`src/rtl/addr_router.sv`:
```
// addr_router: decodes a request address against programmable windows, forwards
// it to one slave with a one-hot select and returns an ack/timeout response.
module addr_router #(
  parameter int ADDR_W = 32,
  parameter int N_REGIONS = 2,
  parameter logic [N_REGIONS*ADDR_W-1:0] REGION_BASE = {32'h0000_0000, 32'h0000_2B10},
  parameter logic [N_REGIONS*ADDR_W-1:0] REGION_LAST = {32'h0000_FFFF, 32'h0000_2F0F},
  parameter int TIMEOUT = 15,
  localparam int IW = N_REGIONS > 1 ? $clog2(N_REGIONS) : 1,
  localparam int CW = $clog2(TIMEOUT + 1)
) (
  input  logic                 clk,
  input  logic                 rst,
  input  logic                 req_valid,
  input  logic [ADDR_W-1:0]    req_addr,
  output logic                 req_ready,
  output logic [N_REGIONS-1:0] sel,
  output logic [IW-1:0]        region_idx,
  output logic                 slv_valid,
  input  logic [N_REGIONS-1:0] slv_ack,
  output logic                 resp_valid,
  output logic                 resp_err
);
  typedef enum logic [1:0] {IDLE, BUSY, RESP} state_t;
  state_t state, state_n;
  logic [CW-1:0] cnt, cnt_n;
  logic [N_REGIONS-1:0] sel_n;
  logic [IW-1:0] idx_n, hit_idx;
  logic err, err_n, hit;
  // Scan from the top down so the lowest overlapping index wins.
  always_comb begin
    hit = 1'b0;
    hit_idx = '0;
    for (int i = N_REGIONS - 1; i >= 0; i--)
      if (req_addr >= REGION_BASE[i*ADDR_W +: ADDR_W] && req_addr <= REGION_LAST[i*ADDR_W +: ADDR_W]) begin
        hit = 1'b1;
        hit_idx = IW'(i);
      end
  end
  always_comb begin
    state_n = state;
    cnt_n = cnt;
    sel_n = sel;
    idx_n = region_idx;
    err_n = err;
    case (state)
      IDLE: if (req_valid) begin
        state_n = hit ? BUSY : RESP;
        sel_n = '0;
        sel_n[hit_idx] = hit;
        idx_n = hit ? hit_idx : region_idx;
        cnt_n = '0;
        err_n = !hit;
      end
      BUSY: if (slv_ack[region_idx]) begin
        state_n = RESP;
        err_n = 1'b0;
      end else if (cnt == CW'(TIMEOUT - 1)) begin
        state_n = RESP;
        err_n = 1'b1;
      end else
        cnt_n = cnt + 1'b1;
      RESP: begin
        state_n = IDLE;
        sel_n = '0;
      end
      default: state_n = IDLE;
    endcase
  end
  always_ff @(posedge clk or posedge rst)
    if (rst) begin
      state <= IDLE;
      cnt <= '0;
      sel <= '0;
      region_idx <= '0;
      err <= 1'b0;
    end else begin
      state <= state_n;
      cnt <= cnt_n;
      sel <= sel_n;
      region_idx <= idx_n;
      err <= err_n;
    end
  assign req_ready = state == IDLE;
  assign slv_valid = state == BUSY;
  assign resp_valid = state == RESP;
  assign resp_err = resp_valid & err;
endmodule

```
`config.mk`:
```
export PLATFORM = sky130hd
export DESIGN_NAME = addr_router
export DESIGN_NICKNAME = d
export VERILOG_FILES = /design/src/rtl/addr_router.sv
export SDC_FILE = /design/constraint.sdc
export NUM_CORES = 1
export LEC_CHECK = 0
export BUFFER_PORTS_ARGS = -buffer_cell sky130_fd_sc_hd__buf_2
export CORE_AREA = 2 2 42 44
export CTS_CLUSTER_DIAMETER = 120
export CTS_CLUSTER_SIZE = 40
export DETAILED_ROUTE_END_ITERATION = 12
export DIE_AREA = 0 0 44 46
export PLACE_DENSITY_LB_ADDON = 0.2
export SYNTH_ARGS = -nofsm -noshare
export SYNTH_HDL_FRONTEND = slang
export SYNTH_SLANG_ARGS = --single-unit
```
`constraint.sdc`:
```
create_clock -name clk -period 4.4 [get_ports clk]
set_input_delay 0.88 -clock clk [delete_from_list [all_inputs] [get_ports clk]]
set_output_delay 0.88 -clock clk [all_outputs]
set_load 0.005 [all_outputs]
```
== Word-level counts from Yosys, hierarchy flattened ==
Cells that the tools add are included.

* Register bits: 10
* Latch bits: 0
* RAM bits: 0
* Memory bits (read-only): 0
* Output and inout port bits: 7
* Word-level logic and storage cells: 56
* Memories: 0

* $add $sub $neg: 1
* Multipliers: 0
* Divide/modulo/power cells: 0
* Order comparisons: 7
* Equal/unequal tests: 7
* Shift operators: 0
* Multiplexer cells: 22
* Bitwise logic cells: 2
* Reduce and logical (&&, ||, !) cells: 12

{| class="wikitable"
|+ Operator list
! cell !! count
|-
| >= comparator 32 x 1 -> 1 bit, second input constant || 1
|-
| >= comparator 32 x 14 -> 1 bit, second input constant || 1
|-
| <= comparator 32 x 14 -> 1 bit, second input constant || 1
|-
| <= comparator 32 x 16 -> 1 bit, second input constant || 1
|-
| two-way mux 4 bit || 3
|-
| two-way mux 2 bit || 5
|-
| two-way mux 1 bit || 9
|-
| case mux 2 bit (2 select lines) || 2
|-
| case mux 4 bit (2 select lines) || 1
|-
| != test 2 bit, second input constant || 3
|-
| AND reduction 3 bit || 2
|-
| adder 4 x 1 -> 4 bit, second input constant || 1
|-
| equality test 4 bit, second input constant || 1
|-
| less-than comparator 1 x 2 -> 1 bit, second input constant || 2
|-
| AND reduction 2 bit || 2
|-
| AND reduction 4 bit || 1
|-
| nonzero test 2 bit || 2
|-
| logical AND 1 bit || 3
|-
| != test 3 x 1 -> 1 bit, second input constant || 1
|-
| AND 2 bit || 1
|-
| equality test 2 x 1 -> 1 bit, second input constant || 1
|-
| equality test 2 bit, second input constant || 1
|-
| zero test 2 bit || 1
|-
| case mux 1 bit (2 select lines) || 1
|-
| other kinds (4) || 4
|}

== Depth between registers and ports, before layout ==
Gate-level depths: netlist (run 1).

* Word-level depth: 11
* Gate-level depth with buffers: 5
* Gate-level depth less buffers: 5

== Worst setup path before layout (run 1) ==
OpenSTA, ideal clock, no wires.

* Kind: input -> register
* Start point: in slv_ack[0]
* End point: reg cnt[1]
* Setup time: 125 ps
* Data arrival time: 1800 ps
* Data required time: 4275 ps
* Setup slack: 2475 ps
* Stages on the path: 4
* Buffers on the path: 0
* Cell sequence: mux2_4 a311oi_4 a21oi_2 mux2_4

* Longest elaborated chain between the ends: 4

{| class="wikitable"
|+ RTL lines
! what !! RTL line !! text
|-
| start, declared || 20 || <nowiki>input logic [N_REGIONS-1:0] slv_ack,</nowiki>
|-
| two-way mux 1 bit (implied by the code) (2 in series) || 55 || <nowiki>BUSY: if (slv_ack[region_idx]) begin</nowiki>
|-
| != test 2 bit (no source line) || n/a ||
|-
| AND reduction 4 bit (no source line) || n/a ||
|-
| end signal, assigned || 79 || <nowiki>cnt <= cnt_n;</nowiki>
|-
| end, declared || 26 || <nowiki>logic [CW-1:0] cnt, cnt_n;</nowiki>
|}

Every way passes these cells. The select of a mux whose other input is x is not followed.
A chain may end at the register's enable or synchronous reset.

== Worst setup path in the final report (run 1) ==
* Start point: reg state[0]
* End point: out resp_err

* Longest elaborated chain between the ends: 2

{| class="wikitable"
|+ RTL lines
! what !! RTL line !! text
|-
| start, declared || 25 || <nowiki>state_t state, state_n;</nowiki>
|-
| start signal, assigned || 78 || <nowiki>state <= state_n;</nowiki>
|-
| equality test 2 bit || 86 || <nowiki>assign resp_valid = state == RESP;</nowiki>
|-
| AND 1 bit || 87 || <nowiki>assign resp_err = resp_valid & err;</nowiki>
|-
| end, declared || 22 || <nowiki>output logic resp_err</nowiki>
|}

Every way passes these cells.

==> impl_metrics.tcl, run 1 <==
set metrics [dict create \
    fmax_mhz 500 \
    slew_viol_final 0 \
    synth_warnings 0 \
    final_nets 141 \
    cts_tree "yes" \
    skew_ps 5.66 \
    antenna_found_initial 0 \
    clk_path_buf_depth 2 \
    setup_tns_ps 0 \
    start_kind "flip-flop" \
    die-area_sq_um 2020 \
    place_area_sq_um 813 \
    ys_ff_latch 10 \
    grt_pass1_wl_mm 2.29 \
    mostFrequentLayoutCells "buf_2, dfrtp_1, nand2_1, nor4_1, nor2_1" \
    die_x_microns 44 \
    totalWireLength_mm 1.33 \
    diodes 0 \
    synth_nets 97 \
    cts_setup_buffers 0 \
    syn_area_per_cell_sq_um 10.3 \
    end_kind "output port" \
    detail_route.first_pass.iterations 4 \
    drive_above_1_share_pct 49.0 \
    tightest_slew_ps 382 \
    p_leak_uw 0.000445 \
    ctsResizeCount 0 \
    dp_hpwl_mm 1.11 \
    arrival_ps 1120 \
    syn_to_final_growth_pct 40.0 \
    fp-row-count 15 \
    grt_max_degree 11 \
    clk_latency_ps 260 \
    reg2reg_depth 5 \
    vias 599 \
    slew_headroom_pct 74.5 \
    gp_congestion 0.720 \
    grt_usage_pct 15.8 \
    hold_slack_ps 482 \
    ctsRootBufferMaster "clkbuf_4" \
    period_share_pct 45.4 \
    hold_path.class "flip-flop to flip-flop" \
    ant_nets 0 \
    finalInstanceArea_sq_um 836 \
    required_ps 3520 \
    p_per_area_nw_per_um2 218 \
    drt_iter0_drc 4 \
    syn_inst 58 \
    cts_made_buffers 3 \
    grt_pass1_vias 577 \
    worst-path-max-fanout 5 \
    maxCapViolations 0 \
    vias_per_cell 5.12 \
    overflow 0 \
    path_clk_slew_ps 60 \
    hold_depth 1 \
    ioPinCount 44 \
    initial_utilization_pct 37.0 \
    ctsHoldBuffers 0 \
    ir_drop_mv 0.116 \
    hold_viol_final 0 \
    core_sq_um 1610 \
    status "completed" \
    io_buffer_count 39 \
    r2r_slack_ps 2800 \
    post_drt_wl_per_cell_microns 11.3 \
    drc 0 \
    mostFrequentLayoutCell "buf_2" \
    finalCriticalPeriod_ps 2000 \
    clock_sinks 10 \
    rsz0062_at_grt "no" \
    setup_violations 0 \
    yosysSeqAreaShare_pct 41.9 \
    chipHeight_microns 46 \
    synth_area_sq_um 597 \
    fillers 160 \
    cts_max_level 1 \
    crit_type "flip-flop to output port" \
    synth_cell_types 27 \
]
-- flip-flops by register name (all words and copies together) (netlist names) --
| signal | flops |
|---|---|
| region_idx | 1 |
| state | 2 |
| err | 1 |
| sel | 2 |
| cnt | 4 |
-- report_power, final --
part | switching [uW] | internal [uW]
registers | 0.526 | 92.6
clock network | 29.2 | 31.5
logic | 12.2 | 16.1
total | 41.9 | 140
-- worst paths after layout --
check / start / endpoint
worst max-delay path: state[0]$_DFFE_PP0P_ / resp_err
worst min-delay path: err$_DFFE_PP0P_ / err$_DFFE_PP0P_
worst max register to register: cnt[0]$_DFFE_PP0P_ / cnt[1]$_DFFE_PP0P_
worst min register to register: err$_DFFE_PP0P_ / err$_DFFE_PP0P_
max in group asynchronous: rst / state[0]$_DFFE_PP0P_
min in group asynchronous: rst / cnt[3]$_DFFE_PP0P_
-- per-stage QoR --
step                      std cells  total power, uW  worst slack [ps]  util (%)
after detailed placement        114              124              2300      50.4
after floorplan                  58              106              2480         -
after global routing            117              195              2290      51.8
final                           117              182              2400      51.8
after CTS                       117              186              2380      51.8
after global placement          114              123              2290      50.4
-- kinds of logic after synthesis --
kind of cell	after synthesis	synth area share, %
AND/OR/NAND/NOR	25	22.9
multiplexers	5	10.3
adder cells (fa/ha/maj)	2	4.19
AO/OA/AOI/OAI	13	18.9
flip-flops	10	41.9
buffers and inverters	3	1.89
-- cells in the mapped netlist --
library cell / count / area [sq um]
a211o_1: 1 / 8.76
a211oi_2: 1 / 12.5
a21oi_1: 1 / 5.00
a21oi_2: 1 / 8.76
a22o_1: 1 / 8.76
a311oi_4: 1 / 26.3
and2_1: 1 / 6.26
dfrtp_1: 10 / 250
ha_1: 2 / 25.0
inv_1: 3 / 11.3
mux2_2: 1 / 11.3
mux2_4: 2 / 30.0
mux2i_1: 2 / 20.0
nand2_1: 6 / 22.5
nand2b_1: 1 / 6.26
nand2b_2: 1 / 8.76
nand4_1: 2 / 12.5
nand4bb_1: 1 / 11.3
nor2_1: 5 / 18.8
nor2b_1: 1 / 6.26
nor4_1: 5 / 31.3
o21a_1: 2 / 15.0
o21ai_0: 2 / 10.0
o21ai_1: 2 / 10.0
o21bai_1: 1 / 7.51
or2_1: 1 / 6.26
or3_1: 1 / 6.26
-- critical path, stage by stage (launching register included) --
cell     delay (ps)
dfrtp_1         430
nor2b_1         190
and2_1          140
buf_2           100
-- metal layers --
metal  vias up  GRT usage, %  wire length [microns]
li1        303             -                      -
met4         0          7.27                      6
met5         -             0                      0
met1       270          19.2                    570
met3         2          4.76                     91
met2        24          25.6                    657
-- cell type report --
class                      instances  area [sq um]  area share, %
clock buffer                       3          22.5           2.69
inverter                           3          11.3           1.35
multi-input combinational         45           335           40.1
sequential                        10           250           29.9
tap                               17          21.3           2.54
timing repair buffer              39           195           23.4
Note: power is estimated with default switching activity, not from simulation.
==> inputs of run 2 (changes only) <==
CORE_AREA = 2 2 45 47   (was 2 2 42 44)
DIE_AREA = 0 0 47 49   (was 0 0 44 46)
clock period = 1.6 ns   (was 4.4 ns; I/O delays follow)
==> impl_metrics.tcl, run 2 (synthesized netlist as in run 1, its figures left out) <==
set metrics [dict create \
    status "completed" \
    reg2reg_depth 4 \
    p_per_area_nw_per_um2 625 \
    fp-row-count 16 \
    cts_made_buffers 3 \
    clock_sinks 10 \
    dp_hpwl_mm 1.16 \
    maxCapViolations 0 \
    detail_route.first_pass.iterations 3 \
    start_kind "flip-flop" \
    required_ps 1760 \
    tightest_slew_ps 401 \
    r2r_slack_ps 60 \
    grt_usage_pct 14.5 \
    syn_to_final_growth_pct 53.2 \
    end_kind "flip-flop" \
    clk_path_buf_depth 2 \
    post_drt_wl_per_cell_microns 10.5 \
    ant_nets 0 \
    regMostFlops "cnt" \
    totalWireLength_mm 1.42 \
    slew_viol_final 0 \
    grt_pass1_wl_mm 2.42 \
    ir_drop_mv 0.456 \
    core_sq_um 1840 \
    r2r_start "region_idx$_DFFE_PP0P_" \
    mostFrequentLayoutCells "buf_2, dfrtp_1, buf_4, nand2_1" \
    largest_register_ffs 4 \
    reg2reg_to "cnt[1]$_DFFE_PP0P_" \
    mostFrequentLayoutCell "buf_2" \
    grt_pass1_vias 626 \
    drt_iter0_drc 5 \
    cts_max_level 1 \
    placed_cells 128 \
    utilization_pct 49.7 \
    io_buffer_count 39 \
    setup_violations 0 \
    arrival_ps 1700 \
    setup_tns_ps 0 \
    slew_headroom_pct 73.3 \
    initial_utilization_pct 32.4 \
    largest_registers "cnt: 4 flops, sel: 2 flops, state: 2 flops" \
    ctsRootBufferMaster "clkbuf_4" \
    drive_above_1_share_pct 52.8 \
    antenna_found_initial 0 \
    final_nets 148 \
    path_clk_slew_ps 70 \
    total_power_uw 571 \
    crit_type "flip-flop to flip-flop" \
    rsz0062_at_grt "yes" \
    diodes 0 \
    gp_congestion 0.771 \
    ioPinCount 44 \
    skew_ps 1.29 \
    p_leak_uw 0.000488 \
    die-area_sq_um 2300 \
    vias 608 \
    chipHeight_microns 49 \
    hold_slack_ps 22.0 \
    finalNonFillerCells 135 \
    ctsResizeCount 0 \
    period_share_pct 96.4 \
    overflow 0 \
    cts_tree "yes" \
    worst-path-max-fanout 6 \
    die_x_microns 47 \
    fmax_mhz 648 \
    drc 0 \
    finalCriticalPeriod_ps 1540 \
    grt_max_degree 11 \
    hold_path.class "input pin to async pin" \
    vias_per_cell 4.50 \
    clk_latency_ps 270 \
    hold_viol_final 0 \
]
-- run 2: area by class of cell --
cell class / instances / area (sq um)
clock buffer: 4 / 36.3
fill: 187 / 927
inverter: 3 / 11.3
multi-input combinational: 45 / 335
sequential: 10 / 250
tap: 27 / 33.8
timing repair buffer: 46 / 248
-- run 2: metrics by stage --
| stage | area [sq um] | setup slack, ps |
|---|---|---|
| floorplan | 597 | 118 |
| global placement | 856 | 33.2 |
| detailed placement | 856 | 41.4 |
| CTS | 892 | 23.3 |
| global route | 915 | -30.3 |
| finish | 915 | 57.4 |
-- run 2: per-layer routing --
metal	routed length, microns	GRT usage (%)	vias up
met5	0	0	-
met1	617	17.0	270
met4	14	7.87	0
li1	-	-	315
met2	696	22.8	21
met3	90	4.07	2
-- run 2: repair_timing --
item / CTS / global route
endpoints found under the setup margin: 0 / 2
buffers inserted: 0 / 3
hold buffers: 0 / 0
-- run 2: where the power goes --
part	internal, uW	leakage, uW	switching [uW]
clock	138	0.0000210	96.3
sequential	254	0.000133	1.42
combinational	46.5	0.000334	34.7
-- run 2: worst max-delay path by stage --
stage                            from            endpoint  cells past startpoint
2_1_floorplan      cnt[0]$_DFFE_PP0P_  cnt[1]$_DFFE_PP0P_                      5
3_3_place_gp   region_idx$_DFFE_PP0P_  cnt[1]$_DFFE_PP0P_                      4
3_5_place_dp   region_idx$_DFFE_PP0P_  cnt[1]$_DFFE_PP0P_                      4
4_1_cts        region_idx$_DFFE_PP0P_  cnt[1]$_DFFE_PP0P_                      4
5_1_grt        region_idx$_DFFE_PP0P_  cnt[1]$_DFFE_PP0P_                      4
6_report       region_idx$_DFFE_PP0P_  cnt[1]$_DFFE_PP0P_                      4
-- run 2: critical path, stage by stage (launching register included) --
cell	delay [ps]
dfrtp_1	400
mux2_4	320
a311oi_4	330
a21oi_2	80
mux2_4	300
